File: config.mk
export PLATFORM = sky130hd
export DESIGN_NAME = comparator_seq
export DESIGN_NICKNAME = d
export VERILOG_FILES = /design/src/rtl/comparator_seq.sv
export SDC_FILE = /design/constraint.sdc
export NUM_CORES = 1
export LEC_CHECK = 0
export CORE_MARGIN = 4
export CORE_UTILIZATION = 39
export DETAILED_ROUTE_END_ITERATION = 10
export PLACE_DENSITY_LB_ADDON = 0.12
export SLEW_MARGIN = 0
export SYNTH_ARGS = -nofsm -noshare
export SYNTH_HDL_FRONTEND = slang
export SYNTH_SLANG_ARGS = --single-unit
File: constraint.sdc
create_clock -name clk -period 4.4 [get_ports clk]
set_clock_uncertainty 0.1 [all_clocks]
set_input_delay 0.88 -clock clk [delete_from_list [all_inputs] [get_ports clk]]
set_output_delay 0.88 -clock clk [all_outputs]
set_load 0.01 [all_outputs]
File: src/rtl/comparator_seq.sv
// Multi-cycle magnitude comparator: compares one W-bit chunk per cycle, MSB chunk first.
// Optional early exit on first differing chunk: define COMPARATOR_SEQ_EARLY_EXIT_EN.
module comparator_seq #(
  parameter int N = 32,
  parameter int W = 8
) (
  input  logic         clk,
  input  logic         rst_n,
  input  logic         i_valid,
  output logic         o_ready,
  input  logic [N-1:0] a,
  input  logic [N-1:0] b,
  input  logic         signed_mode,
  output logic         o_valid,
  input  logic         i_ready,
  output logic         equals,
  output logic         less_than,
  output logic         greater_than
);

  localparam int C  = N / W;
  localparam int CW = (C > 1) ? $clog2(C) : 1;
  localparam logic [CW-1:0] LAST_IDX = CW'(C - 1);
  localparam logic [W-1:0]  MSB_MASK = W'(1) << (W - 1);

  if (N % W != 0) begin : g_bad_width
    $error("comparator_seq: N must be a multiple of W");
  end

  typedef enum logic [1:0] {
    IDLE    = 2'd0,
    COMPARE = 2'd1,
    DONE    = 2'd2
  } state_t;

  state_t         state_r;
  logic [N-1:0]   a_r;
  logic [N-1:0]   b_r;
  logic           signed_r;
  logic [CW-1:0]  idx_r;
  logic           decided_r;
  logic           lt_r;
  logic           gt_r;

  logic [W-1:0]   ca_s;
  logic [W-1:0]   cb_s;
  logic           flip_s;
  logic           chunk_lt_s;
  logic           chunk_gt_s;
  logic           diff_s;
  logic           res_lt_s;
  logic           res_gt_s;
  logic           exit_s;

  function automatic logic [W-1:0] chunk_of(input logic [N-1:0] v, input logic [CW-1:0] idx);
    logic [N-1:0] sh;
    sh = v >> (int'(idx) * W);
    return sh[W-1:0];
  endfunction

  // Current chunk compare; the top chunk's sign bit is flipped so signed order becomes unsigned order.
  always_comb begin
    flip_s     = signed_r & (idx_r == LAST_IDX);
    ca_s       = chunk_of(a_r, idx_r) ^ (flip_s ? MSB_MASK : {W{1'b0}});
    cb_s       = chunk_of(b_r, idx_r) ^ (flip_s ? MSB_MASK : {W{1'b0}});
    chunk_lt_s = (ca_s < cb_s);
    chunk_gt_s = (ca_s > cb_s);
    diff_s     = chunk_lt_s | chunk_gt_s;
    res_lt_s   = decided_r ? lt_r : chunk_lt_s;
    res_gt_s   = decided_r ? gt_r : chunk_gt_s;
`ifdef COMPARATOR_SEQ_EARLY_EXIT_EN
    exit_s     = (idx_r == {CW{1'b0}}) | diff_s;
`else
    exit_s     = (idx_r == {CW{1'b0}});
`endif
  end

  // Control FSM with registered handshake and result outputs.
  always_ff @(posedge clk or negedge rst_n) begin
    if (!rst_n) begin
      state_r      <= IDLE;
      a_r          <= {N{1'b0}};
      b_r          <= {N{1'b0}};
      signed_r     <= 1'b0;
      idx_r        <= {CW{1'b0}};
      decided_r    <= 1'b0;
      lt_r         <= 1'b0;
      gt_r         <= 1'b0;
      o_ready      <= 1'b1;
      o_valid      <= 1'b0;
      equals       <= 1'b0;
      less_than    <= 1'b0;
      greater_than <= 1'b0;
    end else begin
      case (state_r)
        IDLE: begin
          if (i_valid && o_ready) begin
            a_r       <= a;
            b_r       <= b;
            signed_r  <= signed_mode;
            idx_r     <= LAST_IDX;
            decided_r <= 1'b0;
            lt_r      <= 1'b0;
            gt_r      <= 1'b0;
            o_ready   <= 1'b0;
            state_r   <= COMPARE;
          end
        end
        COMPARE: begin
          if (!decided_r && diff_s) begin
            decided_r <= 1'b1;
            lt_r      <= chunk_lt_s;
            gt_r      <= chunk_gt_s;
          end
          if (exit_s) begin
            state_r      <= DONE;
            o_valid      <= 1'b1;
            equals       <= ~(decided_r | diff_s);
            less_than    <= res_lt_s;
            greater_than <= res_gt_s;
          end else begin
            idx_r <= idx_r - CW'(1);
          end
        end
        DONE: begin
          if (i_ready) begin
            state_r      <= IDLE;
            o_valid      <= 1'b0;
            equals       <= 1'b0;
            less_than    <= 1'b0;
            greater_than <= 1'b0;
            o_ready      <= 1'b1;
          end
        end
        default: begin
          state_r      <= IDLE;
          o_ready      <= 1'b1;
          o_valid      <= 1'b0;
          equals       <= 1'b0;
          less_than    <= 1'b0;
          greater_than <= 1'b0;
        end
      endcase
    end
  end

endmodule

# ---- Yosys cells after proc, flatten, opt, wreduce, memory -nomap -nowiden
# Cells that the tools add are included.
dict set report word_totals {
  elab_cells 74
  register_bits 77
  output_inout_bits 5
  in_bits 69
}
dict set report op_classes {
  eq_ne 8
  n_lt_le_gt_ge 2
  shift 2
  mux 28
  bitwise_logic 8
  add_sub_neg 1
  reduce_logical 12
}
# cell n
set ops {}
lappend ops {{right shift 32 x 5 -> 8 bit} 2}
lappend ops {{XOR 8 bit} 2}
lappend ops {{one-hot mux 1 bit (3 select lines)} 5}
lappend ops {{AND reduction 3 bit} 5}
lappend ops {{two-way mux 1 bit} 12}
lappend ops {{two-way mux 2 bit} 5}
lappend ops {{inequality test 2 bit (second input constant)} 5}
lappend ops {{greater-than comparator 8 bit} 1}
lappend ops {{< comparator 8 bit} 1}
lappend ops {{two-way mux 8 bit} 1}
lappend ops {{one-hot mux 1 bit (2 select lines)} 3}
lappend ops {{one-hot mux 2 bit (3 select lines)} 1}
lappend ops {{equality test 2 bit (second input constant)} 2}
lappend ops {{logical NOT 2 bit} 2}
lappend ops {{one-hot mux 2 bit (2 select lines)} 1}
lappend ops {{inverter 1 bit} 3}
lappend ops {{equality test 2 x 1 -> 1 bit (second input constant)} 1}
lappend ops {{logical AND 1 bit} 2}
lappend ops {{bitwise OR 1 bit} 2}
lappend ops {{AND reduction 2 bit} 1}
lappend ops {{nonzero test 2 bit} 1}
lappend ops {{subtractor 2 x 1 -> 2 bit (second input constant)} 1}
lappend ops {{AND 1 bit} 1}
lappend ops {{logical NOT 1 bit} 1}

# ---- Depth between registers and ports, before layout
# Gate-level depths: netlist (run 1).
dict set report logic_depth {
  word_depth 10
  ltp_mapped 10
  depth_no_buf 9
}

# ---- Worst setup path before layout (run 1)
# No wires, ideal clock.
dict set report synth_path {
  kind {register -> register}
  start {register idx_r[0]}
  end {register less_than}
  arrival_time_ps 2452
  slack_ps 1727
  synth_period_minus_slack_ps 2673
  path_stages_with_launch 10
  n_path_buf 2
  cell_sequence {dfrtp_1 -> buf_2 -> buf_4 -> mux4_2 -> ha_1 -> nor2b_1 -> o211ai_1 -> a21oi_1 -> o31ai_1 -> a32o_1}
}
dict set report synth_between {
  elab_chain_len 8
  word_cells_on_any_way 14
}
# element line_no
set synth_rtl {}
lappend synth_rtl {{from (decl)} 40} ;# logic [CW-1:0] idx_r;
lappend synth_rtl {{from (signal assigned)} 85} ;# idx_r <= {CW{1'b0}};
lappend synth_rtl {{from (signal assigned)} 122} ;# idx_r <= idx_r - CW'(1);
lappend synth_rtl {{parallel branches: the longest is 8 deep, another holds < comparator 8 bit} -}
lappend synth_rtl {{to (signal assigned)} 119} ;# less_than <= res_lt_s;
lappend synth_rtl {{to (decl)} 17} ;# output logic less_than,
# Several ways; the timed one is not identified. The select of a mux whose other input is x is not followed.
# A chain may end at the register's enable or synchronous reset.

# ---- Worst setup path in the final report (run 1)
dict set report layout_path {
  start {register idx_r[0]}
  end {register decided_r}
}
dict set report layout_between {
  elab_chain_len 9
  word_cells_on_any_way 13
}
# element line_no
set layout_rtl {}
lappend layout_rtl {{parallel branches: the longest is 5 deep, another holds < comparator 8 bit} -}
lappend layout_rtl {{bitwise OR 1 bit *} 68} ;# diff_s = chunk_lt_s | chunk_gt_s;
lappend layout_rtl {{logical AND 1 bit *} 110} ;# if (!decided_r && diff_s) begin
lappend layout_rtl {{inequality test 2 bit (no source line) *} -}
lappend layout_rtl {{AND reduction 3 bit (no source line) *} -}
lappend layout_rtl {{to (signal assigned)} 86} ;# decided_r <= 1'b0;
lappend layout_rtl {{to (signal assigned)} 102} ;# decided_r <= 1'b0;
lappend layout_rtl {{to (signal assigned)} 111} ;# decided_r <= 1'b1;
lappend layout_rtl {{to (decl)} 41} ;# logic decided_r;
# Mark *: on every way between the ends.

==> flow_summary.json, run 1 <==
{
  "largest_net_degree_at_the_start_of_global_routing": 78,
  "ff_to_ff_end": "decided_r$_DFFE_PN0P_",
  "cts_sinks": 77,
  "drtPass1Iterations": 4,
  "synth_top_cells_by_area": "dfrtp_1 49%, mux2_4 19%, mux4_2 9.4%, mux2_2 4.4%, ha_1 3.2%",
  "worst_ir_drop_vdd_mv": 0.218,
  "final_cells": 455,
  "totalPowerFinal_mw": 3.07,
  "clock_transition_at_path_regs_ps": 80,
  "fmaxAchievable_mhz": 335,
  "synthesis.yosys.warnings": 0,
  "design.core.area_sq_mm": 0.00942,
  "final.period_utilization_pct": 67.9,
  "syn-instance-count": 247,
  "postCtsSetupRepairBufs": 0,
  "synth.lib_cells_used.distinct": 35,
  "cts_tree": "built",
  "power.combinational.fraction_pct": 40.3,
  "dr.first_iter.drc_count": 70,
  "power_leakage_nw": 2.09,
  "power.switching_mw": 0.947,
  "ys_ff_latch": 77,
  "rsz0062_at_grt": "false",
  "power.density_cell_area_mw_per_mm2": 635,
  "cts-buffers-inserted": 9,
  "layout_common_cells": "76 x dfrtp_1, 72 x clkdlybuf4s50_1, 50 x mux2_4, 16 x mux4_2, 15 x mux2_2",
  "routabilityCongestion": 0.717,
  "fin_ws_ps": 1410,
  "critical_path_arrival_ps": 3120,
  "synth.cell_area_sq_mm": 0.00385,
  "sequential_fraction_of_the_synthesis_area_pct": 50.1,
  "core.rowCount": 35,
  "antenna_cells_inserted": 0,
  "hold_path.class": "flop to flop",
  "postRouteWirelength_microns": 7580,
  "nets": 400,
  "endpoint_kind": "flop",
  "cts_max_level": 3,
  "groute.usage.overall_pct": 14.2,
  "cp.required_ps": 4540,
  "mostFrequentLayoutCell": "dfrtp_1",
  "timing.reg2reg.setup_slack_ps": 1410,
  "synth.avg_cell_area_sq_um": 15.6,
  "number_of_antenna_violations_at_the_first_check_in_global_routing": 0,
  "hold_ws_ps": 378,
  "clockRootBuffer": "clkbuf_8",
  "route.detailed.wl_per_inst_microns": 16.7,
  "crit_type": "flop to flop",
  "setup_viol_count_final": 0,
  "initial_utilization_pct": 40.9,
  "postLayoutCoreUtil_pct": 51.3,
  "report.final.hold_viol_count": 0,
  "via_count": 2207,
  "hold_path_end": "greater_than$_DFFE_PN0P_",
  "post_route_cells_drive_above_1_share_pct": 31.9,
  "fin_area_sq_mm": 0.00483,
  "area.growth.synth_to_final_pct": 25.4,
  "status": "finished, final reports clean",
  "globalRouteOverflowTotal": 0,
  "post-place-ws_ps": 1320,
  "clkLatencyLatePin_ps": 350,
  "number_of_global_route_vias_before_repair": 2414,
  "synth_top_area_share_pct": 49.4,
  "totalNegativeSetupSlack_ps": 0,
  "cts-resized-gates": 0,
  "dp.final_hpwl_microns": 5580,
  "report.final.slew_viol_count": 0,
  "place_area_sq_mm": 0.00462,
  "antenna_violating_nets_post_route": 0,
  "postCtsHoldBufs": 0,
  "clock_power_share_pct": 18.1,
  "max-cap-violations": 0,
  "io-pin-count": 74,
  "proportion_of_power_drawn_by_flip_flops_and_latches_pct": 41.6,
  "startpoint_type": "flop",
  "yosys.area.top_type": "dfrtp_1",
  "die_x_microns": 107,
  "routed_via_density": 4.85,
  "chipHeight_microns": 107,
  "grt_pass1_wl_microns": 12500,
  "hp-start": "greater_than$_DFFE_PN0P_",
  "timing.slew.headroom_pct": 34.9,
  "placedCellCount": 439,
  "postSynthNetCount": 326,
  "buffer_ports.inserted": 73,
  "critical_path.reg2reg.startpoint": "idx_r[0]$_DFFE_PN0P_",
  "power.switching_fraction_pct": 30.9,
  "internal_power_mw": 2.12,
  "holdPathStages": 2,
  "drt_drc_violations_left": 0,
  "fp.dieArea_sq_mm": 0.0115,
  "reg2regPathDepth": 7,
  "finalWorstPathRequiredPeriod_ps": 2990,
  "max_slew.worst_pin.slew_ps": 976,
  "clk_path_buf_depth": 2,
  "path_max_fanout": 10
}
[synth_stat cells, drive strengths merged]
| library cell | instances |
|---|---|
| dfstp | 1 |
| nand2b | 1 |
| nand4 | 3 |
| and2 | 1 |
| a22o | 2 |
| and2b | 1 |
| nand2 | 10 |
| a32o | 1 |
| nor3 | 1 |
| nor2 | 7 |
| clkbuf | 1 |
| inv | 10 |
| xnor2 | 1 |
| dfrtp | 76 |
| a31oi | 1 |
| nor3b | 1 |
| mux4 | 16 |
| buf | 12 |
| nor2b | 1 |
| ha | 10 |
| a21oi | 7 |
| o211ai | 3 |
| xor2 | 1 |
| or2b | 1 |
| nand3 | 1 |
| a21o | 1 |
| o21ai | 8 |
| o2111ai | 1 |
| mux2 | 65 |
| o31ai | 2 |
[cell type report]
class	instances	area, sq um
Clock buffer	11	151
Clock inverter	5	58.8
Fill cell	827	4590
Inverter	10	37.5
Multi-Input combinational cell	147	1730
Sequential cell	77	1930
Tap cell	129	161
Timing Repair Buffer	76	763
[routing by layer]
metal / GRT usage, % / vias up / share of wire [%]
li1: - / 1052 / -
met5: 0 / - / 0
met3: 2.94 / 10 / 4.3
met2: 22.7 / 50 / 49
met4: 5.95 / 0 / 1.7
met1: 18.8 / 1095 / 45
[worst max-delay path by stage]
stage	start	to	slack (ps)	cells after the start
3_5_place_dp	i_valid	a_r[16]$_DFFE_PN0P_	1320	5
4_1_cts	idx_r[0]$_DFFE_PN0P_	less_than$_DFFE_PN0P_	1380	9
6_report	idx_r[0]$_DFFE_PN0P_	decided_r$_DFFE_PN0P_	1410	7
5_1_grt	idx_r[0]$_DFFE_PN0P_	equals$_DFFE_PN0P_	1140	9
2_1_floorplan	idx_r[0]$_DFFE_PN0P_	less_than$_DFFE_PN0P_	1730	9
3_3_place_gp	i_valid	a_r[8]$_DFFE_PN0P_	1320	5
[worst max-delay path, cell delays in order, from the launching register on]
cell	delay [ps]
dfrtp_1	730
mux4_2	610
xnor2_1	150
ha_1	310
nand2_1	60
o21ai_0	470
o21ai_0	230
a22o_1	210
[registers in the layout, summed over array words and instances (netlist names), 2 cells and up]
| signal | count |
|---|---|
| a_r | 32 |
| b_r | 32 |
| idx_r | 2 |
| state_r | 2 |
[cell families after synthesis]
group,count (synthesis),synth area share (%)
mux,81,33.2
flops,77,50.1
simple gates,28,3.67
compound gates,26,4.22
buf+inv,23,5.07
fa+ha+maj,10,3.25
xor+xnor,2,0.455
[power by group through the flow]
stage               Combinational (mW)  Clock (mW)  Sequential (mW)
global route                      1.37       0.597             1.33
CTS                               1.26       0.575             1.29
finish                            1.24       0.555             1.28
detailed placement                1.25           0             1.29
floorplan                         1.02           0             1.17
global placement                  1.23           0             1.29
No activity file was read; power rests on OpenSTA's default activity.
==> run 2, diff against run 1 <==
Clock period 4.4 ns to 2.55 ns, I/O delays scaled along.
==> flow_summary.json, run 2 (synthesized netlist as in run 1, its figures left out) <==
{
  "status": "finished, final reports clean",
  "critical_path.reg2reg.startpoint": "idx_r[0]$_DFFE_PN0P_",
  "antenna_cells_inserted": 0,
  "clock_power_share_pct": 18.6,
  "globalRouteOverflowTotal": 0,
  "post_route_cells_drive_above_1_share_pct": 36.9,
  "worst_ir_drop_vdd_mv": 0.516,
  "groute.usage.overall_pct": 14.2,
  "postCtsHoldBufs": 0,
  "drtPass1Iterations": 4,
  "report.final.hold_viol_count": 0,
  "dr.first_iter.drc_count": 48,
  "placedCellCount": 445,
  "nets": 408,
  "number_of_global_route_vias_before_repair": 2456,
  "via_count": 2263,
  "power.density_cell_area_mw_per_mm2": 1140,
  "power_leakage_nw": 2.16,
  "cts_sinks": 77,
  "endpoint_kind": "flop",
  "routabilityCongestion": 0.706,
  "final_cells": 462,
  "clock_transition_at_path_regs_ps": 80,
  "cts_tree": "built",
  "totalPowerFinal_mw": 5.71,
  "area.sequential_sq_mm": 0.00193,
  "setup_viol_count_final": 0,
  "num-fill-cells": 811,
  "design.core.area_sq_mm": 0.00942,
  "antenna_violating_nets_post_route": 0,
  "path_max_fanout": 6,
  "max_slew.worst_pin.slew_ps": 523,
  "timing.slew.headroom_pct": 65.2,
  "power.switching_mw": 1.78,
  "area.growth.synth_to_final_pct": 30.2,
  "crit_family": "compound AO/OA/AOI/OAI gates",
  "timing.critical_path.from": "idx_r[0]$_DFFE_PN0P_",
  "route.detailed.wl_per_inst_microns": 16.7,
  "hold_path.class": "primary input to async pin",
  "clkLatencyLatePin_ps": 340,
  "power.switching_fraction_pct": 31.2,
  "rsz0062_at_grt": "true",
  "io-pin-count": 74,
  "chipHeight_microns": 107,
  "internal_power_mw": 3.92,
  "critical_path.slowest_cell": "mux4_2",
  "proportion_of_power_drawn_by_flip_flops_and_latches_pct": 38.0,
  "mostFrequentLayoutCell": "dfrtp_1",
  "buffer_ports.inserted": 73,
  "cells_along_the_critical_path": "buf_8 -> buf_4 -> mux4_2 -> inv_1 -> ha_1 -> a21oi_1 -> a21oi_4 -> o31ai_2 -> a32o_1",
  "crit_type": "flop to flop",
  "final.period_utilization_pct": 98.1,
  "routed_via_density": 4.90,
  "fmaxAchievable_mhz": 400,
  "initial_utilization_pct": 40.9,
  "drt_drc_violations_left": 0,
  "cts_max_level": 3,
  "max-cap-violations": 0,
  "fp.dieArea_sq_mm": 0.0115,
  "largest_registers": "a_r x32, b_r x32",
  "layout_common_cells": "75 x dfrtp_1, 72 x clkdlybuf4s50_1, 50 x mux2_4, 16 x mux4_2, 15 x mux2_2",
  "number_of_antenna_violations_at_the_first_check_in_global_routing": 0,
  "dp.final_hpwl_microns": 5690,
  "finalWorstPathRequiredPeriod_ps": 2500,
  "critPathBufInv": 3,
  "clk_path_buf_depth": 2,
  "clockRootBuffer": "clkbuf_8",
  "multi_input_area_sq_mm": 0.00178,
  "largest_net_degree_at_the_start_of_global_routing": 40,
  "cp.required_ps": 2740,
  "cts-buffers-inserted": 9,
  "report.final.slew_viol_count": 0,
  "critPathMaxStageDelay_ps": 500,
  "critical_path_arrival_ps": 2690,
  "power.combinational.fraction_pct": 43.3,
  "grt_pass1_wl_microns": 12600,
  "die_x_microns": 107,
  "startpoint_type": "flop",
  "core.rowCount": 35,
  "postRouteWirelength_microns": 7730
}
[run 2: what timing repair did]
item                       in CTS  in global routing
pin swaps                       0                 17
buffers inserted                0                  2
setup endpoints to repair       6                  6
gates resized for setup         4                 13
[run 2: power by group through the flow]
stage	Clock [mW]	Combinational, mW	Sequential (mW)
2_1_floorplan	0	1.79	2.01
3_3_place_gp	0	2.22	2.19
3_5_place_dp	0	2.27	2.19
4_1_cts	1.09	2.31	2.18
5_1_grt	1.14	2.71	2.25
6_report	1.06	2.47	2.17
[run 2: stage by stage]
stage               hold slack, ps  cell area (sq um)  utilization [%]  TNS (ps)  setup slack [ps]
floorplan                      114               3860                -         0              29.9
global placement               362               4700             50.0      -270             -85.1
detailed placement             370               4700             50.0      -682              -182
CTS                           47.9               4940             52.5         0              6.16
global route                  50.7               5010             53.2      -334             -84.3
finish                        27.4               5010             53.2         0              48.6
[run 2: final cells by class]
type                            instances  share of cell area (%)
Timing Repair Buffer                   84                    17.3
Tap cell                              129                    3.22
Inverter                               10                   0.749
Multi-Input combinational cell        147                    35.6
Sequential cell                        77                    38.5
Clock inverter                          3                    1.35
Clock buffer                           12                    3.29
[run 2: metal layers]
| metal | track usage, % | wire (microns) | vias up |
|---|---|---|---|
| li1 | - | - | 1067 |
| met1 | 19.1 | 3510 | 1135 |
| met2 | 22.4 | 3790 | 48 |
| met3 | 3.60 | 304 | 13 |
| met4 | 4.69 | 127 | 0 |
| met5 | 0 | 0 | - |
[run 2: final timing paths]
check,end,slack [ps],cells past startpoint
min reg2reg,o_valid$_DFFE_PN0P_,380,2
max,less_than$_DFFE_PN0P_,50,9
min in group clk,o_valid$_DFFE_PN0P_,380,2
min,a_r[5]$_DFFE_PN0P_,30,1
max in group asynchronous,o_ready$_DFFE_PN1P_,1670,2
max reg2reg,less_than$_DFFE_PN0P_,50,9
